`src/rtl/uart_output_decoder.sv`:
```
// Passive 8N1 receive monitor: deframes the observed serial line and presents
// each good byte with a one-cycle done strobe, or a one-cycle error strobe on a bad stop bit.
module uart_output_decoder #(
  parameter int CLK_HZ       = 74_250_000,
  parameter int BAUD         = 115_200,
  parameter int CLKS_PER_BIT = CLK_HZ / BAUD,
  parameter bit SIM_PRINT    = 1'b1
) (
  input  logic       clk,
  input  logic       reset,
  input  logic       uart_tx,
  output logic [7:0] uart_data,
  output logic       uart_done,
  output logic       uart_error
);

  localparam int CW = $clog2(CLKS_PER_BIT) + 1;
  localparam logic [CW-1:0] HALF_LAST = CW'(CLKS_PER_BIT / 2 - 1);
  localparam logic [CW-1:0] FULL_LAST = CW'(CLKS_PER_BIT - 1);
  localparam logic [CW-1:0] CNT_ZERO  = {CW{1'b0}};
  localparam logic [CW-1:0] CNT_ONE   = CW'(1);

  typedef enum logic [2:0] {
    IDLE      = 3'd0,
    START     = 3'd1,
    DATA      = 3'd2,
    STOP      = 3'd3,
    WAIT_HIGH = 3'd4
  } state_t;

  logic [1:0]    sync_r;
  logic          rx_s;
  state_t        state_r;
  logic [CW-1:0] cnt_r;
  logic [2:0]    idx_r;
  logic [7:0]    shift_r;
  logic [7:0]    data_r;
  logic          done_r;
  logic          err_r;

  assign rx_s       = sync_r[1];
  assign uart_data  = data_r;
  assign uart_done  = done_r;
  assign uart_error = err_r;

  // Two-flop synchronizer for the asynchronous line; resets to the idle-high level.
  always_ff @(posedge clk or negedge reset) begin
    if (!reset) begin
      sync_r <= 2'b11;
    end else begin
      sync_r <= {sync_r[0], uart_tx};
    end
  end

  // Deframing FSM; strobes default low so each one lasts exactly one cycle.
  always_ff @(posedge clk or negedge reset) begin
    if (!reset) begin
      state_r <= IDLE;
      cnt_r   <= CNT_ZERO;
      idx_r   <= 3'd0;
      shift_r <= 8'h00;
      data_r  <= 8'h00;
      done_r  <= 1'b0;
      err_r   <= 1'b0;
    end else begin
      done_r <= 1'b0;
      err_r  <= 1'b0;
      case (state_r)
        IDLE: begin
          cnt_r <= CNT_ZERO;
          if (!rx_s) begin
            state_r <= START;
          end else begin
            state_r <= IDLE;
          end
        end
        START: begin
          if (cnt_r == HALF_LAST) begin
            cnt_r   <= CNT_ZERO;
            idx_r   <= 3'd0;
            // A line that is high again at mid-start was only a glitch.
            state_r <= rx_s ? IDLE : DATA;
          end else begin
            cnt_r <= cnt_r + CNT_ONE;
          end
        end
        DATA: begin
          if (cnt_r == FULL_LAST) begin
            cnt_r          <= CNT_ZERO;
            shift_r[idx_r] <= rx_s;
            if (idx_r == 3'd7) begin
              state_r <= STOP;
            end else begin
              idx_r <= idx_r + 3'd1;
            end
          end else begin
            cnt_r <= cnt_r + CNT_ONE;
          end
        end
        STOP: begin
          if (cnt_r == FULL_LAST) begin
            cnt_r <= CNT_ZERO;
            if (rx_s) begin
              data_r  <= shift_r;
              done_r  <= 1'b1;
              state_r <= IDLE;
            end else begin
              err_r   <= 1'b1;
              state_r <= WAIT_HIGH;
            end
          end else begin
            cnt_r <= cnt_r + CNT_ONE;
          end
        end
        WAIT_HIGH: begin
          cnt_r <= CNT_ZERO;
          if (rx_s) begin
            state_r <= IDLE;
          end else begin
            state_r <= WAIT_HIGH;
          end
        end
        default: begin
          state_r <= IDLE;
          cnt_r   <= CNT_ZERO;
        end
      endcase
    end
  end

`ifndef SYNTHESIS
  generate
    if (SIM_PRINT) begin : g_print
      // Console echo of each good byte, sampled while the done strobe is high.
      always @(posedge clk) begin
        if (uart_done) begin
          $write("%c", uart_data);
        end
      end
    end
  endgenerate
`endif

endmodule

```
`config.mk`:
```
export PLATFORM = sky130hd
export DESIGN_NAME = uart_output_decoder
export DESIGN_NICKNAME = d
export VERILOG_FILES = /design/src/rtl/uart_output_decoder.sv
export SDC_FILE = /design/constraint.sdc
export NUM_CORES = 1
export LEC_CHECK = 0
export ABC_AREA = 1
export BUFFER_PORTS_ARGS = -buffer_cell sky130_fd_sc_hd__buf_4
export CORE_MARGIN = 2
export CORE_UTILIZATION = 60
export CTS_CLUSTER_SIZE = 8
export DETAILED_ROUTE_END_ITERATION = 10
export PLACE_DENSITY = 0.79
export SLEW_MARGIN = 25
export SYNTH_ARGS = -nofsm -noshare
export SYNTH_HDL_FRONTEND = slang
export SYNTH_SLANG_ARGS = --single-unit
```
`constraint.sdc`:
```
create_clock -name clk -period 3.4 [get_ports clk]
set_clock_uncertainty 0.1 [all_clocks]
set_input_delay 0.17 -clock clk [delete_from_list [all_inputs] [get_ports clk]]
set_output_delay 0.17 -clock clk [all_outputs]
set_load 0.01 [all_outputs]
```
### Word-level counts from Yosys, hierarchy flattened

Cells that the tools add are included.

* register bits after elaboration: 37
* bits of input ports: 3
* output and inout bits: 10
* word-level logic and storage cells: 56

* $add $sub $neg: 2
* magnitude comparators: 2
* eq/ne operators: 12
* multiplexer cells: 24
* reduce and logical (&&, ||, !) cells: 8

Operators with widths (number)
* $mux 3: 8
* $mux 11: 2
* $pmux 11 s2: 1
* $pmux 3 s5: 1
* $add 11x1->11 const B: 1
* $eq 11x10->1 const B: 1
* $eq 11x9->1 const B: 1
* $ne 2x2->1 const B: 5
* $bwmux 8: 1
* $mux 1: 8
* $reduce_and 4->1: 2
* $eq 3x2->1 const B: 2
* $eq 3x3->1 const B: 2
* $pmux 3 s2: 1
* $lt 3x4->1 const B: 1
* $add 3x1->3 const B: 1
* $demux 1 s3: 1
* $eq 3x1->1 const B: 1
* $ge 3x1->1 const B: 1
* $logic_not 3->1: 1
* $reduce_and 3->1: 1
* $mux 2: 1
* $reduce_and 2->1: 1
* $reduce_bool 2->1: 1
* 2 further kinds: 2

### Longest topological paths before layout

Gate-level depths: netlist of the first run.

* word-level depth: 5
* mapped depth: 10
* depth with buffers taken out: 10

### Worst setup path after synthesis of the first run

Ideal clock, no wire load.

* kind: register to register
* start: reg cnt_r[0]
* end: reg cnt_r[0]
* setup time: 0.120 ns
* arrival: 1.312 ns
* required time: 3.180 ns
* path slack: 1.868 ns
* cell stages (with the launch flop): 10
* path buffers: 1
* clock period less this slack: 1.532 ns
* cell sequence: dfrtp_1 -> ha_1 -> inv_1 -> nor2_1 -> nand3_2 -> nand2_2 -> nand2_1 -> a21oi_2 -> buf_4 -> nor2_1

* word-level cells in the longest chain between the ends: 3
* elaborated cells on any way between the ends: 6
* classes of those cells: add/sub (1); eq/ne (2); mux (3)

Ends and longest elaborated chain
* start: declaration: RTL line 34 `logic [CW-1:0] cnt_r;`
* start signal: assignment: RTL line 84 `cnt_r <= cnt_r + CNT_ONE;`
* start signal: assignment: RTL line 97 `cnt_r <= cnt_r + CNT_ONE;`
* start signal: assignment: RTL line 112 `cnt_r <= cnt_r + CNT_ONE;`
* $add 11x1->11 (tied with other cells): RTL line 84, 97, 112
* $mux 11, on equally long branches: RTL line 88, 101, 78
* $pmux 11 s2 (*): RTL line 68 `case (state_r)`

Every way passes the cells marked *; elsewhere a longest branch is shown, timed or not.
A chain may end at the register's enable or synchronous reset.

### Final worst setup path of the first run

* start: reg cnt_r[0]
* end: reg cnt_r[2]

Same word-level chain as after synthesis.

==> summary.txt, run 1 <==
Run status
  • Outcome: finished clean

Cells and area
  • Register area: just over 900 µm²
  • Share of cells above drive strength 1: 0.123
  • Area of the multi-input gates: around 730 µm²
  • Synthesis-to-finish area growth: 10.7%
  • Most common cell after layout, fill and taps aside: nand2_1
  • Finished Layout Cells: roughly 270
  • Fin nets: ~240
  • N_diodes: 0
  • # fillers: roughly 220
  • Most frequent cells in the layout: nand2_1, dfrtp_1, nor2_1

CTS
  • Clk slew on worst S/H paths: approximately 0.10 ns
  • Post-CTS Setup Bufs: 0
  • Later-pin clock latency in the skew report: about 0.33 ns
  • CTS Buf Count: 5
  • H-Tree Depth: 2
  • CTS tree: yes
  • CTS root buf: clkbuf_4
  • CTS Sinks: 37
  • Post_cts resized: 0
  • Clk buf depth: 2
  • Hold buffer count at cts: 2

Placed design
  • IO buf count: 12
  • Pre-CTS WS: about 1.6 ns
  • DP HPWL: between 2000 and 2500 µm
  • Final RePlAce weighted congestion: ~0.86
  • # placed instances: approximately 260

Logic synthesis
  • Syn_area_per_cell: just over 8 µm²
  • Post-Synthesis Cells: approximately 220
  • YS warnings: 0
  • Count of cell types in the netlist: 22
  • Post-synthesis sequential area ratio: 0.525
  • Synthesized area: between 1500 and 2000 µm²
  • Syn Nets: 223
  • Synthesized flop and latch total: 37

STA
  • Fin. Hold Viols: 0
  • Endpoints failing setup: 0
  • Post-route clock period utilization: 0.543
  • RSZ-0062 raised after global routing: false
  • Max Freq: ~540 MHz
  • Post-layout min period: 1.84 ns
  • Hold WS: 0.218 ns
  • Rel. slew slack: 0.679
  • Setup TNS Final: 0 ns
  • Final WS setup: around 1.6 ns
  • Least-Margin Pin Slew: 0.481 ns
  • Max Slew Vio Count: 0

Floorplan
  • Die height: 58.3 µm
  • DIE AREA: between 3000 and 4000 µm²
  • Initial Util: 0.636
  • Core area: roughly 2800 µm²
  • Row cnt: 19
  • Die X-Extent: 58.3 µm
  • I/O Pins: 13

Setup path
  • Critical path's most frequent cell: nor2_1
  • Worst EP arrival: 1.94 ns
  • Critical-path top delay cell: dfrtp_1
  • CP Class: register to register
  • Worst path top cell family by delay: simple AND/OR/NAND/NOR gates
  • Slowest stage delay, CP: between 0.4 and 0.5 ns
  • Element type at the critical path start: register
  • Worst Path Required: about 3.5 ns
  • Critical path, cell by cell: ha_1 -> inv_1 -> nor2_1 -> nand3_2 -> nand2_2 -> nand2_1 -> a21oi_2 -> nor2_1
  • CP bufs+invs: 1
  • Worst-path maximum fanout: 11
  • Kind of end point of the critical path: register

GRT
  • Initial antenna violation count: 0
  • Gr usage total: 0.212
  • Vias in the first global route: roughly 1300
  • First-pass GRT wire length: ~5500 µm
  • Pin count of the biggest net entering global routing: 38
  • GRT overflow: 0

Detailed routing
  • TritonRoute pass-1 iters: 4
  • Drt drc: 0
  • DRT Wirelength: between 3000 and 4000 µm
  • Via count: approximately 1400
  • Initial DRC Count: between 40 and 50
  • Remaining antenna violation count: 0
  • Via density: between 5 and 6
  • Wire per inst: between 10 and 15 µm

Job
  • Maxcap violations: 0

Power and ir drop
  • PD cells: ~340 nW/µm²
  • Leakage dissipation: 0.998 nW
  • Max VDD drop: around 0.4 mV

Hold path
  • HP Class: input pin to asynchronous set/reset pin
[through the flow]
step                power (W)  instance area [µm²]  utilization
floorplan            0.000453                 1770            -
global placement     0.000463                 1890        0.678
detailed placement   0.000464                 1890        0.678
CTS                  0.000678                 1960        0.704
global route         0.000695                 1960        0.704
finish               0.000671                 1960        0.704
[Yosys cell counts]
library cell,n,area share
buf_4,1,0.0042
dfstp_2,2,0.030
o21ai_0,15,0.042
a21oi_2,1,0.0050
nand3_2,1,0.0057
xor2_1,7,0.035
inv_2,1,0.0021
nand2_1,72,0.15
nor3_4,1,0.0092
nor2_2,1,0.0035
clkinv_2,1,0.0028
clkbuf_1,1,0.0021
nand4_1,3,0.011
nor3_1,7,0.020
dfrtp_1,35,0.50
inv_1,23,0.049
o21bai_1,1,0.0042
nand3_4,1,0.0099
nand3_1,10,0.028
nor2_1,27,0.057
ha_1,4,0.028
nand2_2,1,0.0035
[area by class of cell]
type | instances | area share
Timing Repair Buffer | 14 | 0.0562
Sequential cell | 37 | 0.474
Tap cell | 31 | 0.0198
Clock buffer | 6 | 0.0211
Multi-Input combinational cell | 152 | 0.375
Clock inverter | 2 | 0.00511
Inverter | 25 | 0.0486
[metal layers]
metal | share of wire | routed length (µm) | track usage
met2 | 0.49 | 1510 | 0.361
met5 | 0 | 0 | 0
met1 | 0.47 | 1450 | 0.270
met4 | 0.0052 | 16 | 0.0764
met3 | 0.041 | 128 | 0.0396
[registers in the layout, summed over array words and instances, names as in the netlist]
| signal | flops |
|---|---|
| sync_r | 2 |
| cnt_r | 11 |
| uart_error | 1 |
| shift_r | 8 |
| idx_r | 3 |
| uart_done | 1 |
| state_r | 3 |
| uart_data | 8 |
[worst reg2reg max path: stages (launching register included)]
cell     delay [ns]
dfrtp_1        0.41
ha_1           0.21
inv_1          0.08
nor2_1         0.12
nand3_2        0.16
nand2_2        0.12
nand2_1        0.07
a21oi_2        0.38
nor2_1         0.08
[report_power, final]
part / leakage (nW) / switching, W / internal [W] / total [W]
combinational: 0.471 / 0.00000948 / 0.00000328 / 0.0000128
clock: 0.0320 / 0.000136 / 0.0000788 / 0.000214
sequential: 0.495 / 0.00000176 / 0.000442 / 0.000444
total: 0.998 / 0.000147 / 0.000524 / 0.000671
[path summary, 6_finish.rpt]
kind | slack [ns] | to | depth (start not counted) | from
min reg2reg | 0.26 | sync_r[1] | 0 | sync_r[0]
max | 1.56 | cnt_r[2] | 8 | cnt_r[0]
max in group asynchronous | 2.65 | sync_r[0] | 2 | reset
min in group clk | 0.26 | sync_r[1] | 0 | sync_r[0]
min | 0.22 | cnt_r[6] | 2 | reset
max reg2reg | 1.56 | cnt_r[2] | 8 | cnt_r[0]
[kinds of logic after synthesis]
logic type,count (synthesis),synth area share
AOI/OAI and AO/OA,17,0.0516
buffers and inverters,27,0.0601
adders and majority gates,4,0.0283
xor gates and xnor gates,7,0.0347
DFF,37,0.525
and+or+nand+nor,124,0.301
Note: power is estimated with default switching activity, not from simulation.
==> inputs of run 2 (changes only) <==
--- a/config.mk
+++ b/config.mk
@@ -8,10 +8,10 @@
 export ABC_AREA = 1
 export BUFFER_PORTS_ARGS = -buffer_cell sky130_fd_sc_hd__buf_4
 export CORE_MARGIN = 2
-export CORE_UTILIZATION = 60
+export CORE_UTILIZATION = 53
 export CTS_CLUSTER_SIZE = 8
 export DETAILED_ROUTE_END_ITERATION = 10
-export PLACE_DENSITY = 0.79
+export PLACE_DENSITY = 0.74
 export SLEW_MARGIN = 25
 export SYNTH_ARGS = -nofsm -noshare
 export SYNTH_HDL_FRONTEND = slang
==> constraint.sdc (replaced) <==
create_clock -name clk -period 1.5 [get_ports clk]
set_clock_uncertainty 0.1 [all_clocks]
set_input_delay 0.075 -clock clk [delete_from_list [all_inputs] [get_ports clk]]
set_output_delay 0.075 -clock clk [all_outputs]
set_load 0.01 [all_outputs]
==> run 2 against run 1 <==
The run now ends with negative setup slack left. Via count grew 9.4%. Hold slack worse by 0.13 ns. Final area increased by 22%. Combinational power rose by 120%. Cell count is 17% higher. Clock power rose to 3.5 times the previous value. Sequential power up 130%. Count of clock-buffer cells in the layout did not move. Non-clock buffer count increased by 31. Critical endpoint is now cnt_r[6].
==> summary.txt, run 2 (synthesized netlist as in run 1, its figures left out) <==
Cells and area
  • Synthesis-to-finish area growth: 34.9% (was 10.7%)
  • Most frequent cells in the layout: nand2_1, buf_4, dfrtp_1 (was nand2_1, dfrtp_1, nor2_1)
  • Top reg by flops: cnt_r (unchanged)
  • Share of cells above drive strength 1: 0.321 (was 0.123)
  • # fillers: 238 (was 223)
  • Area of the multi-input gates: 860 µm² (was 734 µm²)
  • N_diodes: 0 (unchanged)
  • Final core utilization: 0.769 (was 0.704)
  • Most common cell after layout, fill and taps aside: nand2_1 (unchanged)
  • Register area: 930 µm² (was 928 µm²)
  • Fin nets: 274 (was 242)
  • Max reg flops: 11 (unchanged)

Floorplan
  • Initial Util: 0.570 (was 0.636)
  • Core area: 3100 µm² (was 2780 µm²)
  • DIE AREA: 3820 µm² (was 3400 µm²)
  • I/O Pins: 13 (unchanged)
  • Row cnt: 20 (was 19)
  • Die height: 61.8 µm (was 58.3 µm)
  • Die X-Extent: 61.8 µm (was 58.3 µm)

Detailed routing
  • Wire per inst: 11.9 µm (was 11.6 µm)
  • DRT Wirelength: 3720 µm (was 3100 µm)
  • Via density: 4.87 (was 5.20)
  • Via count: 1520 (was 1389)
  • Remaining antenna violation count: 0 (unchanged)
  • Initial DRC Count: 79 (was 45)
  • TritonRoute pass-1 iters: 4 (unchanged)
  • Drt drc: 0 (unchanged)

CTS
  • CTS Buf Count: 5 (unchanged)
  • CTS root buf: clkbuf_4 (unchanged)
  • CTS Sinks: 37 (unchanged)
  • CTS tree: yes (unchanged)
  • Later-pin clock latency in the skew report: 0.36 ns (was 0.33 ns)
  • Clk slew on worst S/H paths: 0.11 ns (was 0.10 ns)
  • Clk buf depth: 2 (unchanged)
  • H-Tree Depth: 2 (unchanged)

STA
  • Max Slew Vio Count: 0 (unchanged)
  • Hold WS: 0.0886 ns (was 0.218 ns)
  • Endpoints failing setup: 29 (was 0)
  • RSZ-0062 raised after global routing: true (was false)
  • Post-route clock period utilization: 1.10 (was 0.543)
  • Least-Margin Pin Slew: 0.436 ns (was 0.481 ns)
  • Final WS setup: -0.155 ns (was 1.56 ns)
  • Max Freq: 604 MHz (was 542 MHz)
  • Fin. Hold Viols: 0 (unchanged)
  • Rel. slew slack: 0.709 (was 0.679)
  • Post-layout min period: 1.66 ns (was 1.84 ns)

Setup path
  • Element type at the critical path start: register (unchanged)
  • Kind of end point of the critical path: register (unchanged)
  • FF-to-FF Start: cnt_r[0] (unchanged)
  • Worst R2R Path Depth: 9 (was 8)
  • Worst R2R Setup Slack: -0.16 ns (was 1.56 ns)
  • R2r endpoint: cnt_r[6] (was cnt_r[2])
  • Worst-path maximum fanout: 6 (was 11)
  • Worst EP arrival: 1.81 ns (was 1.94 ns)
  • CP Class: register to register (unchanged)
  • Worst Path Required: 1.66 ns (was 3.50 ns)

Hold path
  • HP Class: input pin to asynchronous set/reset pin (unchanged)

GRT
  • Vias in the first global route: 1325 (was 1319)
  • Pin count of the biggest net entering global routing: 38 (unchanged)
  • Gr usage total: 0.204 (was 0.212)
  • Initial antenna violation count: 0 (unchanged)
  • GRT overflow: 0 (unchanged)
  • First-pass GRT wire length: 5530 µm (was 5510 µm)

Placed design
  • Final RePlAce weighted congestion: 0.846 (was 0.856)
  • IO buf count: 12 (unchanged)
  • DP HPWL: 2410 µm (was 2370 µm)
  • Pre-CTS WS: -0.118 ns (was 1.57 ns)

Job
  • Maxcap violations: 0 (unchanged)

Power and ir drop
  • PD cells: 745 nW/µm² (was 343 nW/µm²)
  • Pwr Total: 0.00178 W (was 0.000671 W)
  • Max VDD drop: 0.567 mV (was 0.390 mV)
  • Leakage dissipation: 1.18 nW (was 0.998 nW)

Run status
  • Failing checks: negative setup slack
  • Outcome: finished, violations left (was finished clean)
## run 2: changes by cell type in the layout (fill, tap and decap cells not counted), moves of 4 or more
cell and delta:
buf_4 +29, nand2_1 -7, o21ai_0 -7, o21ai_1 +7, nor2_1 -5, inv_1 -4
inv_2 +4, nand2_4 +4, nor2_4 +4
## run 2: worst max path at each step
| stage | start | to | slack, ns | cells after the start |
|---|---|---|---|---|
| 2_1_floorplan | cnt_r[0] | cnt_r[0] | -0.02 | 9 |
| 3_3_place_gp | cnt_r[0] | idx_r[0] | -0.09 | 7 |
| 3_5_place_dp | cnt_r[0] | idx_r[0] | -0.12 | 7 |
| 4_1_cts | cnt_r[0] | cnt_r[9] | -0.08 | 9 |
| 5_1_grt | cnt_r[0] | cnt_r[2] | -0.23 | 9 |
| 6_report | cnt_r[0] | cnt_r[6] | -0.16 | 9 |
## run 2: worst max-delay path, cell delays in order (launching register included)
cell and delay (ns):
dfrtp_2 0.43, ha_2 0.20, inv_2 0.05, nor2_4 0.10, nand3_4 0.15, nand2_4 0.13
nand2_4 0.06, a21oi_4 0.15, buf_6 0.14, nor2_1 0.05
## run 2: area by class of cell
cell class,count,share of cell area
Multi-Input combinational cell,152,0.360
Tap cell,44,0.0231
Timing Repair inverter,1,0.00210
Sequential cell,37,0.389
Clock buffer,6,0.0215
Timing Repair Buffer,45,0.147
Clock inverter,2,0.0157
Inverter,25,0.0414
## run 2: timing repair
item | CTS | global route
gates cloned | 0 | 1
pin swaps | 12 | 6
resized for setup | 22 | 20
hold buffers | 2 | 0
setup buffers | 3 | 1
endpoints found under the hold margin | 38 | 0
setup endpoints to repair | 34 | 34
## run 2: through the flow
stage	instance area, µm²	TNS [ns]	cells
3_5_place_dp	2110	-2.75	297
3_3_place_gp	2110	-1.22	297
2_1_floorplan	1780	-0.234	216
4_1_cts	2300	-1.24	310
5_1_grt	2390	-5.77	312
6_report	2390	-2.69	312
## run 2: metal layers
layer / track usage / vias up / part of all wire
met3: 0.0373 / 12 / 0.030
met2: 0.305 / 23 / 0.46
met1: 0.284 / 704 / 0.48
met4: 0.109 / 0 / 0.029
met5: 0 / - / 0
li1: - / 781 / -
## run 2: report_power, final
part           leakage [nW]  internal (W)  switching [W]
Clock                0.0445      0.000396       0.000348
Sequential            0.494       0.00100     0.00000442
Combinational         0.644    0.00000743      0.0000211
Total                  1.18       0.00141       0.000373
==> inputs of run 3 (changes only) <==
--- a/config.mk
+++ b/config.mk
@@ -8,10 +8,10 @@
 export ABC_AREA = 1
 export BUFFER_PORTS_ARGS = -buffer_cell sky130_fd_sc_hd__buf_4
 export CORE_MARGIN = 2
-export CORE_UTILIZATION = 53
+export CORE_UTILIZATION = 58
 export CTS_CLUSTER_SIZE = 8
 export DETAILED_ROUTE_END_ITERATION = 10
-export PLACE_DENSITY = 0.74
+export PLACE_DENSITY = 0.77
 export SLEW_MARGIN = 25
 export SYNTH_ARGS = -nofsm -noshare
 export SYNTH_HDL_FRONTEND = slang
==> constraint.sdc (replaced) <==
create_clock -name clk -period 1.7 [get_ports clk]
set_clock_uncertainty 0.1 [all_clocks]
set_input_delay 0.085 -clock clk [delete_from_list [all_inputs] [get_ports clk]]
set_output_delay 0.085 -clock clk [all_outputs]
set_load 0.01 [all_outputs]
==> run 3 against run 2 <==
The flow now finishes without violations. Sequential share of layout area increased by 5.7 points. Die area decreased by 8.1%. Critical path type unchanged. Worst setup slack improved by 0.27 ns. Power decreased by 23%. First-iteration DRC count decreased by 39%. Largest cell class unchanged. Global-route usage decreased by 1.3 points.
==> summary.txt, run 3 (synthesized netlist as in run 1, its figures left out) <==
Run status
  • Outcome: finished clean (was finished, violations left)

Cells and area
  • Max reg flops: 11 (unchanged)
  • # fillers: 256 (was 238)
  • Synthesis-to-finish area growth: 17.5% (was 34.9%)
  • Share of cells above drive strength 1: 0.199 (was 0.321)
  • Top reg by flops: cnt_r (unchanged)
  • Final std cell area, no fill: 2080 µm² (was 2390 µm²)
  • Most common cell after layout, fill and taps aside: nand2_1 (unchanged)
  • N_diodes: 0 (unchanged)
  • Final core utilization: 0.698 (was 0.769)
  • Fin nets: 252 (was 274)
  • Most frequent cells in the layout: nand2_1, dfrtp_1, nor2_1 (was nand2_1, buf_4, dfrtp_1)

Power and ir drop
  • Leakage dissipation: 1.05 nW (was 1.18 nW)
  • PD cells: 655 nW/µm² (was 745 nW/µm²)
  • Max VDD drop: 0.443 mV (was 0.567 mV)

Detailed routing
  • Drt drc: 0 (unchanged)
  • TritonRoute pass-1 iters: 4 (unchanged)
  • Remaining antenna violation count: 0 (unchanged)
  • Initial DRC Count: 48 (was 79)
  • Via count: 1419 (was 1520)
  • Wire per inst: 10.7 µm (was 11.9 µm)
  • DRT Wirelength: 2970 µm (was 3720 µm)
  • Via density: 5.09 (was 4.87)

GRT
  • Grt met1 use: 0.280 (was 0.284)
  • M3 GR Usage: 0.0393 (was 0.0373)
  • First-pass GRT wire length: 4960 µm (was 5530 µm)
  • Gr usage total: 0.192 (was 0.204)
  • GRT overflow: 0 (unchanged)
  • Vias in the first global route: 1153 (was 1325)
  • Initial antenna violation count: 0 (unchanged)
  • Most used routing layer: met1 (was met2)
  • Met2 Usage GRT: 0.257 (was 0.305)
  • Pin count of the biggest net entering global routing: 38 (unchanged)

Setup path
  • Worst R2R Path Depth: 8 (was 9)
  • Slowest stage delay, CP: 0.41 ns (was 0.43 ns)
  • Worst EP arrival: 1.72 ns (was 1.81 ns)
  • Critical path, cell by cell: ha_2 -> inv_2 -> nor2_4 -> nand3_4 -> nand2_2 -> nand3_1 -> nand2_1 -> o21ai_0 (was ha_2 -> inv_2 -> nor2_4 -> nand3_4 -> nand2_4 -> nand2_4 -> a21oi_4 -> buf_6 -> nor2_1)
  • Kind of end point of the critical path: register (unchanged)
  • Critical-path top delay cell: dfrtp_1 (was dfrtp_2)
  • Element type at the critical path start: register (unchanged)
  • CP Class: register to register (unchanged)
  • Worst Path Required: 1.83 ns (was 1.66 ns)
  • FF-to-FF Start: cnt_r[0] (unchanged)
  • Worst-path maximum fanout: 6 (unchanged)
  • Worst Setup SP: cnt_r[0] (unchanged)
  • R2r endpoint: idx_r[1] (was cnt_r[6])
  • Worst R2R Setup Slack: 0.11 ns (was -0.16 ns)

STA
  • Post-route clock period utilization: 0.934 (was 1.10)
  • Least-Margin Pin Slew: 0.439 ns (was 0.436 ns)
  • Endpoints failing setup: 0 (was 29)
  • Post-layout min period: 1.59 ns (was 1.66 ns)
  • Fin. Hold Viols: 0 (unchanged)
  • RSZ-0062 raised after global routing: true (unchanged)
  • Max Slew Vio Count: 0 (unchanged)
  • Rel. slew slack: 0.707 (was 0.709)
  • Max Freq: 630 MHz (was 604 MHz)

CTS
  • CTS Sinks: 37 (unchanged)
  • CTS root buf: clkbuf_4 (unchanged)
  • Clk buf depth: 2 (unchanged)
  • Clk slew on worst S/H paths: 0.11 ns (about the same)
  • CTS tree: yes (unchanged)
  • Later-pin clock latency in the skew report: 0.34 ns (was 0.36 ns)
  • CTS Buf Count: 5 (unchanged)
  • H-Tree Depth: 2 (unchanged)

Hold path
  • HP Class: input pin to asynchronous set/reset pin (unchanged)

Job
  • Maxcap violations: 0 (unchanged)

Floorplan
  • Row cnt: 20 (unchanged)
  • DIE AREA: 3510 µm² (was 3820 µm²)
  • Initial Util: 0.594 (was 0.570)
  • I/O Pins: 13 (unchanged)
  • Die height: 59.2 µm (was 61.8 µm)
  • Die X-Extent: 59.2 µm (was 61.8 µm)
  • Core area: 2980 µm² (was 3100 µm²)

Placed design
  • Placement Cell Area: 1930 µm² (was 2110 µm²)
  • Final RePlAce weighted congestion: 0.805 (was 0.846)
  • IO buf count: 12 (unchanged)
  • DP HPWL: 2220 µm (was 2410 µm)
## run 3: changes by cell type in the layout (fill, tap and decap cells not counted), sizes merged
cell,delta
buf,-21
bufinv,-1
clkbuf,-1
clkinv,+1
## run 3: worst max-delay path by stage
| stage | cells past startpoint | slack (ns) | to |
|---|---|---|---|
| 5_1_grt | 7 | -0.01 | idx_r[0] |
| 4_1_cts | 8 | 0.03 | idx_r[1] |
| 2_1_floorplan | 9 | 0.17 | cnt_r[0] |
| 3_5_place_dp | 8 | 0.04 | idx_r[1] |
| 6_report | 8 | 0.11 | idx_r[1] |
| 3_3_place_gp | 9 | 0.10 | cnt_r[7] |
## run 3: worst max-delay path: cells and delay by family (launching register included)
kind	cells	cell delay, ns
and+or+nand+nor	5	0.60
DFF	1	0.41
adders and majority gates	1	0.22
AOI/OAI and AO/OA	1	0.08
buffers and inverters	1	0.06
## run 3: what timing repair did
| action | CTS | global route |
|---|---|---|
| buffers inserted | 0 | 4 |
| endpoints found under the setup margin | 0 | 30 |
| hold buffers | 2 | 0 |
| gates resized for setup | 0 | 14 |
| hold endpoints to repair | 38 | 0 |
## run 3: power breakdown
part / leakage, nW / switching, W / internal (W) / total, W
registers: 0.495 / 0.00000351 / 0.000884 / 0.000888
logic: 0.522 / 0.0000186 / 0.00000656 / 0.0000252
clock network: 0.0310 / 0.000292 / 0.000156 / 0.000448
## run 3: area by class of cell
cell class                 count  area, µm²  share of cell area
inverter                      25       95.1              0.0458
timing repair buffer          24        189              0.0909
sequential                    37        928               0.447
multi-input combinational    152        769               0.370
tap                           33       41.3              0.0199
clock buffer                   5       37.5              0.0181
clock inverter                 3       17.5             0.00843
## run 3: per-layer routing
layer	vias to the layer above	wire, µm
li1	737	-
met1	650	1530
met2	27	1270
met3	5	130
met4	0	43
met5	-	0
## run 3: per-stage QoR
stage	setup TNS (ns)	instances	setup WS (ns)	total power [W]	hold slack (ns)
2_1_floorplan	0	216	0.168	0.000906	-0.311
3_3_place_gp	0	265	0.100	0.000928	-0.0376
3_5_place_dp	0	265	0.0401	0.000928	-0.0350
4_1_cts	0	275	0.0302	0.00138	0.128
5_1_grt	-0.0991	279	-0.0137	0.00142	0.159
6_report	0	279	0.112	0.00136	0.123
